## src/rtl/weight_fetch.sv

```systemverilog
// Sequential weight reader: walks weight_bram from a base address, absorbs the
// one-cycle read latency, and hands out KSIZE-weight kernels over valid/ready.
module weight_fetch #(
    parameter int ADDR_W = 15,
    parameter int DATA_W = 8,
    parameter int KSIZE  = 9
) (
    input  logic                     clk,
    input  logic                     reset,
    input  logic                     start,
    input  logic [ADDR_W-1:0]        base_addr,
    input  logic [7:0]               num_kernels,
    output logic [ADDR_W-1:0]        bram_addr,
    input  logic [DATA_W-1:0]        bram_data,
    output logic [DATA_W*KSIZE-1:0]  kernel_out,
    output logic                     kernel_valid,
    input  logic                     kernel_ready,
    output logic                     busy,
    output logic                     done
);

    localparam int CNT_W = $clog2(KSIZE + 1);

    typedef enum logic [1:0] {IDLE, FETCH, OUT} state_t;

    state_t            state, state_nxt;
    logic [7:0]        remaining;
    logic [CNT_W-1:0]  iss_cnt;     // addresses presented so far, including the current one
    logic [KSIZE-1:0]  slot_pipe;   // bit j: bram_data this cycle belongs to slot j
    logic              zero_pend;

    logic ld_run, zero_run, issue, cap_done, hs, hs_last, hs_more;

    always_ff @(posedge clk or posedge reset) begin
        if (reset) state <= IDLE;
        else       state <= state_nxt;
    end

    always_comb begin
        state_nxt = state;
        case (state)
            IDLE:    if (start && num_kernels != 8'd0) state_nxt = FETCH;
            FETCH:   if (slot_pipe[KSIZE-1]) state_nxt = OUT;
            OUT:     if (kernel_valid && kernel_ready)
                         state_nxt = (remaining == 8'd1) ? IDLE : FETCH;
            default: state_nxt = IDLE;
        endcase
    end

    always_comb begin
        ld_run   = 1'b0;
        zero_run = 1'b0;
        issue    = 1'b0;
        cap_done = 1'b0;
        hs       = 1'b0;
        case (state)
            IDLE: begin
                ld_run   = start && (num_kernels != 8'd0);
                zero_run = start && (num_kernels == 8'd0);
            end
            FETCH: begin
                issue    = iss_cnt < CNT_W'(KSIZE);
                cap_done = slot_pipe[KSIZE-1];
            end
            OUT:     hs = kernel_valid && kernel_ready;
            default: ;
        endcase
        hs_last = hs && (remaining == 8'd1);
        hs_more = hs && (remaining != 8'd1);
    end

    always_ff @(posedge clk or posedge reset) begin
        if (reset) begin
            bram_addr    <= '0;
            kernel_out   <= '0;
            kernel_valid <= 1'b0;
            busy         <= 1'b0;
            done         <= 1'b0;
            remaining    <= '0;
            iss_cnt      <= '0;
            slot_pipe    <= '0;
            zero_pend    <= 1'b0;
        end else begin
            // An empty run still reports completion, one edge after start is sampled.
            zero_pend <= zero_run;
            done      <= zero_pend | hs_last;

            if (ld_run) begin
                bram_addr <= base_addr;
                remaining <= num_kernels;
                iss_cnt   <= CNT_W'(1);
                busy      <= 1'b1;
            end

            if (state == FETCH) begin
                slot_pipe <= {slot_pipe[KSIZE-2:0], iss_cnt == CNT_W'(1)};
                for (int j = 0; j < KSIZE; j++)
                    if (slot_pipe[j]) kernel_out[DATA_W*j +: DATA_W] <= bram_data;
            end

            if (issue) begin
                bram_addr <= bram_addr + ADDR_W'(1);
                iss_cnt   <= iss_cnt + CNT_W'(1);
            end

            if (cap_done) kernel_valid <= 1'b1;

            if (hs) begin
                kernel_valid <= 1'b0;
                remaining    <= remaining - 8'd1;
            end

            if (hs_last) busy <= 1'b0;

            // Next kernel starts right after the last address of this one.
            if (hs_more) begin
                bram_addr <= bram_addr + ADDR_W'(1);
                iss_cnt   <= CNT_W'(1);
            end
        end
    end

endmodule

```

## config.mk

```make
export PLATFORM = sky130hd
export DESIGN_NAME = weight_fetch
export DESIGN_NICKNAME = d
export VERILOG_FILES = /design/src/rtl/weight_fetch.sv
export SDC_FILE = /design/constraint.sdc
export NUM_CORES = 1
export LEC_CHECK = 0
export CAP_MARGIN = 10
export CORE_MARGIN = 5
export CORE_UTILIZATION = 65
export DETAILED_ROUTE_END_ITERATION = 10
export DONT_BUFFER_PORTS = 1
export PLACE_DENSITY_LB_ADDON = 0.3
export SKIP_LAST_GASP = 1
export SLEW_MARGIN = 20
export SYNTH_ARGS = -nofsm -noshare
export SYNTH_HDL_FRONTEND = slang
export SYNTH_SLANG_ARGS = --single-unit
```

## constraint.sdc

```tcl
create_clock -name clk -period 7.39 [get_ports clk]
set_clock_uncertainty 0.05 [all_clocks]
set_input_delay 0.3695 -clock clk [delete_from_list [all_inputs] [get_ports clk]]
set_output_delay 0.3695 -clock clk [all_outputs]
set_load 0.01 [all_outputs]
```

==> results of run 1 <==
==> flip-flops by register name (all words and copies together) (netlist names) <==
signal	flops
kernel_valid	1
zero_pend	1
busy	1
iss_cnt	4
state	2
remaining	8
done	1
kernel_out	72
slot_pipe	9
bram_addr	15
==> power by group through the flow <==
stage	Combinational (mW)	Clock (mW)	Sequential [mW]
6_report	0.747	0.769	1.32
2_1_floorplan	0.617	0	1.22
3_5_place_dp	0.724	0	1.32
5_1_grt	0.832	0.809	1.36
4_1_cts	0.750	0.780	1.32
3_3_place_gp	0.688	0	1.31
==> cells by family after synthesis <==
kind of cell,count (synthesis),share of synthesized area [%]
DFF,114,58.93
and+or+nand+nor,100,11.24
muxes,73,16.96
AOI/OAI and AO/OA,59,9.408
buffers and inverters,17,1.731
adders and majority gates,6,1.551
xor gates and xnor gates,1,0.1810
==> critical path, delay by kind of cell, from the launching register on <==
kind             cells  cell delay (ns)
AO/OA/AOI/OAI        3             0.87
AND/OR/NAND/NOR      2             0.71
flip-flops           1             0.46
==> worst max path at each step <==
stage	start	to	slack, ns	depth (start not counted)
after floorplan	reset	bram_addr[0]$_DFFE_PP0P_	3.95	1
final	state[0]$_DFFE_PP0P_	bram_addr[8]$_DFFE_PP0P_	5.19	5
after detailed placement	remaining[1]$_DFFE_PP0P_	bram_addr[3]$_DFFE_PP0P_	5.25	7
after CTS	state[0]$_DFFE_PP0P_	bram_addr[8]$_DFFE_PP0P_	5.18	5
after global placement	state[0]$_DFFE_PP0P_	bram_addr[8]$_DFFE_PP0P_	5.32	5
after global routing	state[0]$_DFFE_PP0P_	bram_addr[8]$_DFFE_PP0P_	4.97	5
==> layout make-up <==
| class | instances | share of cell area [%] |
|---|---|---|
| Clock buffer | 19 | 7.686 |
| Clock inverter | 13 | 2.155 |
| Inverter | 8 | 0.5661 |
| Multi-Input combinational cell | 239 | 33.14 |
| Sequential cell | 114 | 49.64 |
| Tap cell | 99 | 2.155 |
| Timing Repair Buffer | 27 | 4.659 |
==> repair_timing <==
action,in CTS,in global routing
setup buffers,0,0
setup endpoints to repair,0,0
hold buffers,26,0
endpoints found under the hold margin,149,0
==> cell usage after synthesis, types with 3 or more instances <==
master / instances / share of area, %
a211oi_1: 4 / 0.62
a21oi_1: 13 / 1.3
a311oi_1: 5 / 0.90
and4_1: 3 / 0.54
buf_2: 3 / 0.31
clkbuf_1: 3 / 0.23
dfrtp_1: 114 / 59
ha_1: 6 / 1.6
inv_1: 8 / 0.62
mux2_2: 72 / 17
nand2_1: 42 / 3.3
nand3_1: 7 / 0.72
nand4_1: 8 / 1.0
nor2_1: 17 / 1.3
o211ai_1: 6 / 0.93
==> layer usage <==
metal	part of all wire, %	routed length (um)	track usage (%)
met5	0	0	0
met2	52	5910	44.16
met4	2.0	231	10.51
met3	8.5	969	10.16
met1	37	4234	30.27
==> stage by stage <==
step	total power [mW]	instance area [sq um]	hold slack [ns]	util (%)	std cells
2_1_floorplan	1.841	4841	0.3674	-	370
3_3_place_gp	1.997	4921	0.3547	67.85	461
3_5_place_dp	2.049	4921	0.3610	67.85	461
4_1_cts	2.851	5747	0.003562	79.23	519
5_1_grt	2.999	5747	0.0006798	79.23	519
6_report	2.835	5747	0.02126	79.23	519
==> summary.md, run 1 <==
| Metric | Value |
|---|---|
| Run status | `completed` |
| Internal | `approximately 1.8 mW` |
| CP peak stage delay | `0.56 ns` |
| Antenna-violating nets left | `0` |
| Most common cell after layout, fill and taps aside | `dfrtp_1` |
| Final Max Tran Viols | `0` |
| Die area | `0.009274 sq mm` |
| Reg area | `0.002853 sq mm` |
| Minimum clock period | `2.202 ns` |
| Synthesized net count | `411` |
| Comb pwr share | `between 20% and 30%` |
| Post-synth cell types | `between 60 and 70` |
| Post-synth EDFFs | `0` |
| Power density over the cells | `493.4 mW/mm^2` |
| Least-Margin Pin Slew | `0.7051 ns` |
| FF-to-FF Start | `state[0]$_DFFE_PP0P_` |
| Via count | `3200` |
| Initial antenna violation count | `0` |
| Worst path arrival time | `about 2.6 ns` |
| Pre-Repair DR Iteration Count | `6` |
| Total core area | `0.007253 sq mm` |
| Max-cap violations | `0` |
| CP Cell Sequence | `and4b_1, o21ai_4, a21boi_1, nand4_1, a221oi_1` |
| Final critical-path share of the clock period | `29.79%` |
| DRC Markers | `0` |
| Net switching power figure | `1.063 mW` |
| Critical path's slowest cell | `and4b_1` |
| Num CTS Buffers | `17` |
| Synth Cell Area | `0.004841 sq mm` |
| Final hold viol count | `0` |
| Starting Density | `66.74%` |
| Num ports | `about 130` |
| Req. time, crit path | `7.75 ns` |
| Root buf cell | `clkbuf_8` |
| Syn-to-layout area delta | `18.71%` |
| Gpl congestion | `0.8747` |
| Hold-critical path depth | `2` |
| Layout cells sized above 1 | `between 20% and 30%` |
| Chip height | `slightly below 100 um` |
| CTS resizes | `0` |
| Largest net degree at the start of global routing | `62` |
| Ys flop type | `dfrtp_1` |
| CP startpoint kind | `register` |
| Post-DP HPWL | `7221 um` |
| Crit path kind | `reg2reg` |
| Syn Area/Cell | `13.08 sq um` |
| Worst R2R Path Depth | `5` |
| Register area share after synthesis | `58.93%` |
| CTS Buffer Depth | `2` |
| Hold WC Path Type | `in2reg` |
| First-pass GRT wire length | `17740 um` |
| RSZ-0062 raised after global routing | `no` |
| Fillers | `426` |
| Final worst slack | `5.188 ns` |
| Clk sink count | `114` |
| LEAKAGE | `about 2.5 nW` |
| Syn Inst Count | `between 300 and 400` |
| Area occupied by multi-input gates | `0.001904 sq mm` |
| Worst Setup End Kind | `register` |
| Sum Neg Setup Slack | `0 ns` |
| Register-to-Register Setup Slack | `approximately 5.2 ns` |
| H-tree Lvls | `4` |
| Die W | `about 96 um` |
| Tot GR Track Use | `26.30%` |
| Row cnt | `31` |
| Insertion delay to the later sink of the worst-skew pair | `just over 0.5 ns` |
| IO buf count | `0` |
| N_diodes | `0` |
| Clock Power Share | `27.1%` |
| TritonCTS clock tree | `built` |
| Worst VDD drop | `295.0 uV` |
| Achievable frequency | `454.2 MHz` |
| Slew headroom | `a little over half` |
| Worst Hold End | `bram_addr[3]$_DFFE_PP0P_` |
| Total gr overflow | `0` |
| Final setup fails | `0` |
| Nets@finish | `448` |
| #FFs+latches synth | `114` |
| Drt total wl | `11350 um` |
| Routed vias/inst | `6.166` |
| Maximum fanout along the worst path | `9` |
| Worst-path clk slew | `around 0.060 ns` |
| Switching Share | `37.49%` |
| Share of total power in sequential cells | `46.5%` |
| Reg-to-Reg End | `bram_addr[8]$_DFFE_PP0P_` |
| Most frequent cells in the layout | `dfrtp_1, mux2_2, nand2_1, dlygate4sd3_1, nor2_1` |
| Fraction of registers with async set/reset | `100.0%` |
| Worst slack, placed | `5.251 ns` |
| Hold_sp | `base_addr[3]` |
| Yosys warns | `0` |
| Vias in the first global route | `3400` |
| Drt first-iter violations | `about 130` |
| Routed len/inst | `21.86 um` |
No activity file was read; power rests on OpenSTA's default activity.
==> inputs of run 2 (changes only) <==
--- a/config.mk
+++ b/config.mk
@@ -7,7 +7,7 @@
 export LEC_CHECK = 0
 export CAP_MARGIN = 10
 export CORE_MARGIN = 5
-export CORE_UTILIZATION = 65
+export CORE_UTILIZATION = 57
 export DETAILED_ROUTE_END_ITERATION = 10
 export DONT_BUFFER_PORTS = 1
 export PLACE_DENSITY_LB_ADDON = 0.3
==> constraint.sdc (replaced) <==
create_clock -name clk -period 2 [get_ports clk]
set_clock_uncertainty 0.05 [all_clocks]
set_input_delay 0.1 -clock clk [delete_from_list [all_inputs] [get_ports clk]]
set_output_delay 0.1 -clock clk [all_outputs]
set_load 0.01 [all_outputs]
==> summary.md, run 2 (synthesis results as in run 1) <==
| Metric | Value |
|---|---|
| Run status | `complete, but fails checks` |
| Failing checks | `negative setup slack` |
| Power density over the cells | `1795 mW/mm^2 (+260%)` |
| Maximum fanout along the worst path | `6 (-3)` |
| Drt first-iter violations | `179 (+36%)` |
| Layout cells sized above 1 | `36.50% (+7.0 points)` |
| Post-DP HPWL | `8050 um (+11%)` |
| LEAKAGE | `2.661 nW (+8.5%)` |
| FF-to-FF Start | `remaining[1]$_DFFE_PP0P_` |
| Least-Margin Pin Slew | `0.7871 ns (+0.08206 ns)` |
| Critical path's slowest cell | `or4b_4` |
| Minimum clock period | `2.034 ns (-0.1674 ns)` |
| Achievable frequency | `491.5 MHz (+8.2%)` |
| Worst VDD drop | `1073 uV (+260%)` |
| Tot GR Track Use | `25.10% (-1.2 points)` |
| Die W | `102.2 um (+6.1%)` |
| Via count | `3447 (+7.7%)` |
| Fillers | `548 (+29%)` |
| Largest register FFs | `72 (unchanged)` |
| CTS Buffer Depth | `2 (unchanged)` |
| Starting Density | `58.62% (-8.1 points)` |
| RSZ-0062 raised after global routing | `yes` |
| Worst path arrival time | `2.43 ns (-0.13 ns)` |
| Placed Instances | `495 (+7.4%)` |
| Register-to-Register Setup Slack | `-0.03 ns (-5.22 ns)` |
| Drt total wl | `12760 um (+12%)` |
| Hold-critical path depth | `4 (+2)` |
| Worst path buffer plus inverter count | `3 (+3)` |
| Metal3 WL | `1071 um (+11%)` |
| Worst Hold End | `remaining[4]$_DFFE_PP0P_` |
| N_diodes | `0 (unchanged)` |
| Worst-path clk slew | `0.06 ns (about the same)` |
| Vias in the first global route | `3650 (+7.4%)` |
| TritonCTS clock tree | `built` |
| CP Cell Sequence | `inv_2, ha_4, or4b_4, o21ai_4, buf_6, nand2_8, buf_6, a31oi_1, o21a_1` |
| Routed vias/inst | `6.069 (-1.6%)` |
| Chip height | `102.2 um (+6.1%)` |
| Total core area | `0.008258 sq mm (+14%)` |
| Crit path kind | `reg2reg` |
| Final hold viol count | `0 (unchanged)` |
| Worst R2R Path Depth | `9 (+4)` |
| Routed met1 length | `4718 um (+11%)` |
| Hold_sp | `num_kernels[1]` |
| Worst slack, placed | `-0.05875 ns (-5.310 ns)` |
| Max-cap violations | `0 (unchanged)` |
| Largest net degree at the start of global routing | `46 (-26%)` |
| Row cnt | `33 (+6.5%)` |
| Clk sink count | `114 (unchanged)` |
| Num ports | `125 (unchanged)` |
| Critical Path Most Common Cell | `buf_6` |
| Sum Neg Setup Slack | `-0.1138 ns (-0.1138 ns)` |
| Syn-to-layout area delta | `27.97%` |
| DRC Markers | `0 (unchanged)` |
| Final setup fails | `5 (+5)` |
| Initial antenna violation count | `0 (unchanged)` |
| H-tree Lvls | `4 (unchanged)` |
| Num CTS Buffers | `17 (unchanged)` |
| Nets@finish | `491 (+9.6%)` |
| Req. time, crit path | `2.39 ns (-5.36 ns)` |
| Worst Setup End Kind | `register` |
| Biggest register | `kernel_out` |
| Final critical-path share of the clock period | `101.7% (+72 points)` |
| Cell family with most CP delay | `simple AND/OR/NAND/NOR gates` |
| Antenna-violating nets left | `0 (unchanged)` |
| Routed len/inst | `22.47 um (+2.8%)` |
| Most common cell after layout, fill and taps aside | `dfrtp_1` |
| Gpl congestion | `0.8486 (-3.0%)` |
| Final worst slack | `-0.03443 ns (-5.223 ns)` |
| IO buf count | `0 (unchanged)` |
| Total gr overflow | `0 (unchanged)` |
| CP peak stage delay | `0.49 ns (-0.07 ns)` |
| Insertion delay to the later sink of the worst-skew pair | `0.50 ns (about the same)` |
| Pre-Repair DR Iteration Count | `4 (-2)` |
| Slew headroom | `47.41% (-5.6 points)` |
| Hold WC Path Type | `in2reg` |
| Root buf cell | `clkbuf_8` |
| Final Max Tran Viols | `0 (unchanged)` |
| Top flop regs | `kernel_out x72, bram_addr x15, slot_pipe x9` |
| Die area | `0.01044 sq mm (+13%)` |
| Total power draw | `11.12 mW (+290%)` |
| Top Layer Used | `met4` |
| Non-filler cells in the finished layout | `568 (+9.4%)` |
| Reg-to-Reg End | `bram_addr[14]$_DFFE_PP0P_` |
| First-pass GRT wire length | `19960 um (+13%)` |
| CP startpoint kind | `register` |
| DR WL met2 | `6757 um (+14%)` |
| Most frequent cells in the layout | `dfrtp_1, mux2_2, nand2_1, dlygate4sd3_1, buf_4` |
run 2: cell count changes in the layout (fill, tap and decap cells not counted), moves of 2 or more:
cell,previous run,this run
buf_4,1,29
dlygate4sd3_1,26,35
buf_6,0,3
a211oi_1,4,2
a211oi_2,0,2
buf_12,0,2
clkbuf_8,3,1
inv_8,0,2
run 2: final cells by class:
| type | count | area [sq um] | area share [%] |
|---|---|---|---|
| multi-input cells | 240 | 1996 | 32.22 |
| well taps | 105 | 131.4 | 2.121 |
| clock buffers | 17 | 414.1 | 6.686 |
| clock inverters | 15 | 125.1 | 2.020 |
| inverters | 8 | 33.78 | 0.5453 |
| flip-flops and latches | 114 | 2853 | 46.05 |
| repair buffers | 69 | 641.9 | 10.36 |
run 2: layer usage:
layer,GRT usage [%],up-vias
li1,-,1529
met3,9.625,22
met1,29.14,1748
met4,6.054,0
met2,44.03,148
met5,0,-
run 2: how the worst max path moves through the flow:
stage          slack, ns                startpoint                   endpoint  cells after the start
6_report           -0.03  remaining[1]$_DFFE_PP0P_  bram_addr[14]$_DFFE_PP0P_                      9
3_3_place_gp        0.03  remaining[1]$_DFFE_PP0P_   bram_addr[3]$_DFFE_PP0P_                      7
4_1_cts            -0.04  remaining[1]$_DFFE_PP0P_  bram_addr[14]$_DFFE_PP0P_                      7
2_1_floorplan       0.05  remaining[1]$_DFFE_PP0P_  bram_addr[14]$_DFFE_PP0P_                      7
3_5_place_dp       -0.06  remaining[1]$_DFFE_PP0P_   bram_addr[3]$_DFFE_PP0P_                      7
5_1_grt            -0.09  remaining[1]$_DFFE_PP0P_  bram_addr[14]$_DFFE_PP0P_                      9
run 2: what timing repair did:
action / 4_1_cts / 5_1_grt
endpoints found under the hold margin: 133 / 0
endpoints found under the setup margin: 6 / 16
buffers inserted: 2 / 3
hold buffers: 35 / 0
gates cloned: 0 / 1
gates resized for setup: 6 / 14
pin swaps: 3 / 5
run 2: worst reg2reg max path, cell delays in order (launching register included):
cell and delay (ns):
dfrtp_1 0.40, inv_2 0.09, ha_4 0.12, or4b_4 0.49
o21ai_4 0.19, buf_6 0.14, nand2_8 0.07, buf_6 0.14
a31oi_1 0.16, o21a_1 0.14
run 2: through the flow:
step | hold slack (ns) | util, % | cell area (sq um)
floorplan | 0.1827 | - | 4845
global placement | 0.07648 | 62.55 | 5165
detailed placement | 0.08721 | 62.55 | 5165
CTS | 0.004797 | 73.83 | 6097
global route | 0.003217 | 75.02 | 6195
finish | 0.01032 | 75.02 | 6195
run 2: power by group:
part	switching, mW	internal, mW
Clock	1.18	1.56
Sequential	1.32	3.44
Combinational	1.80	1.82
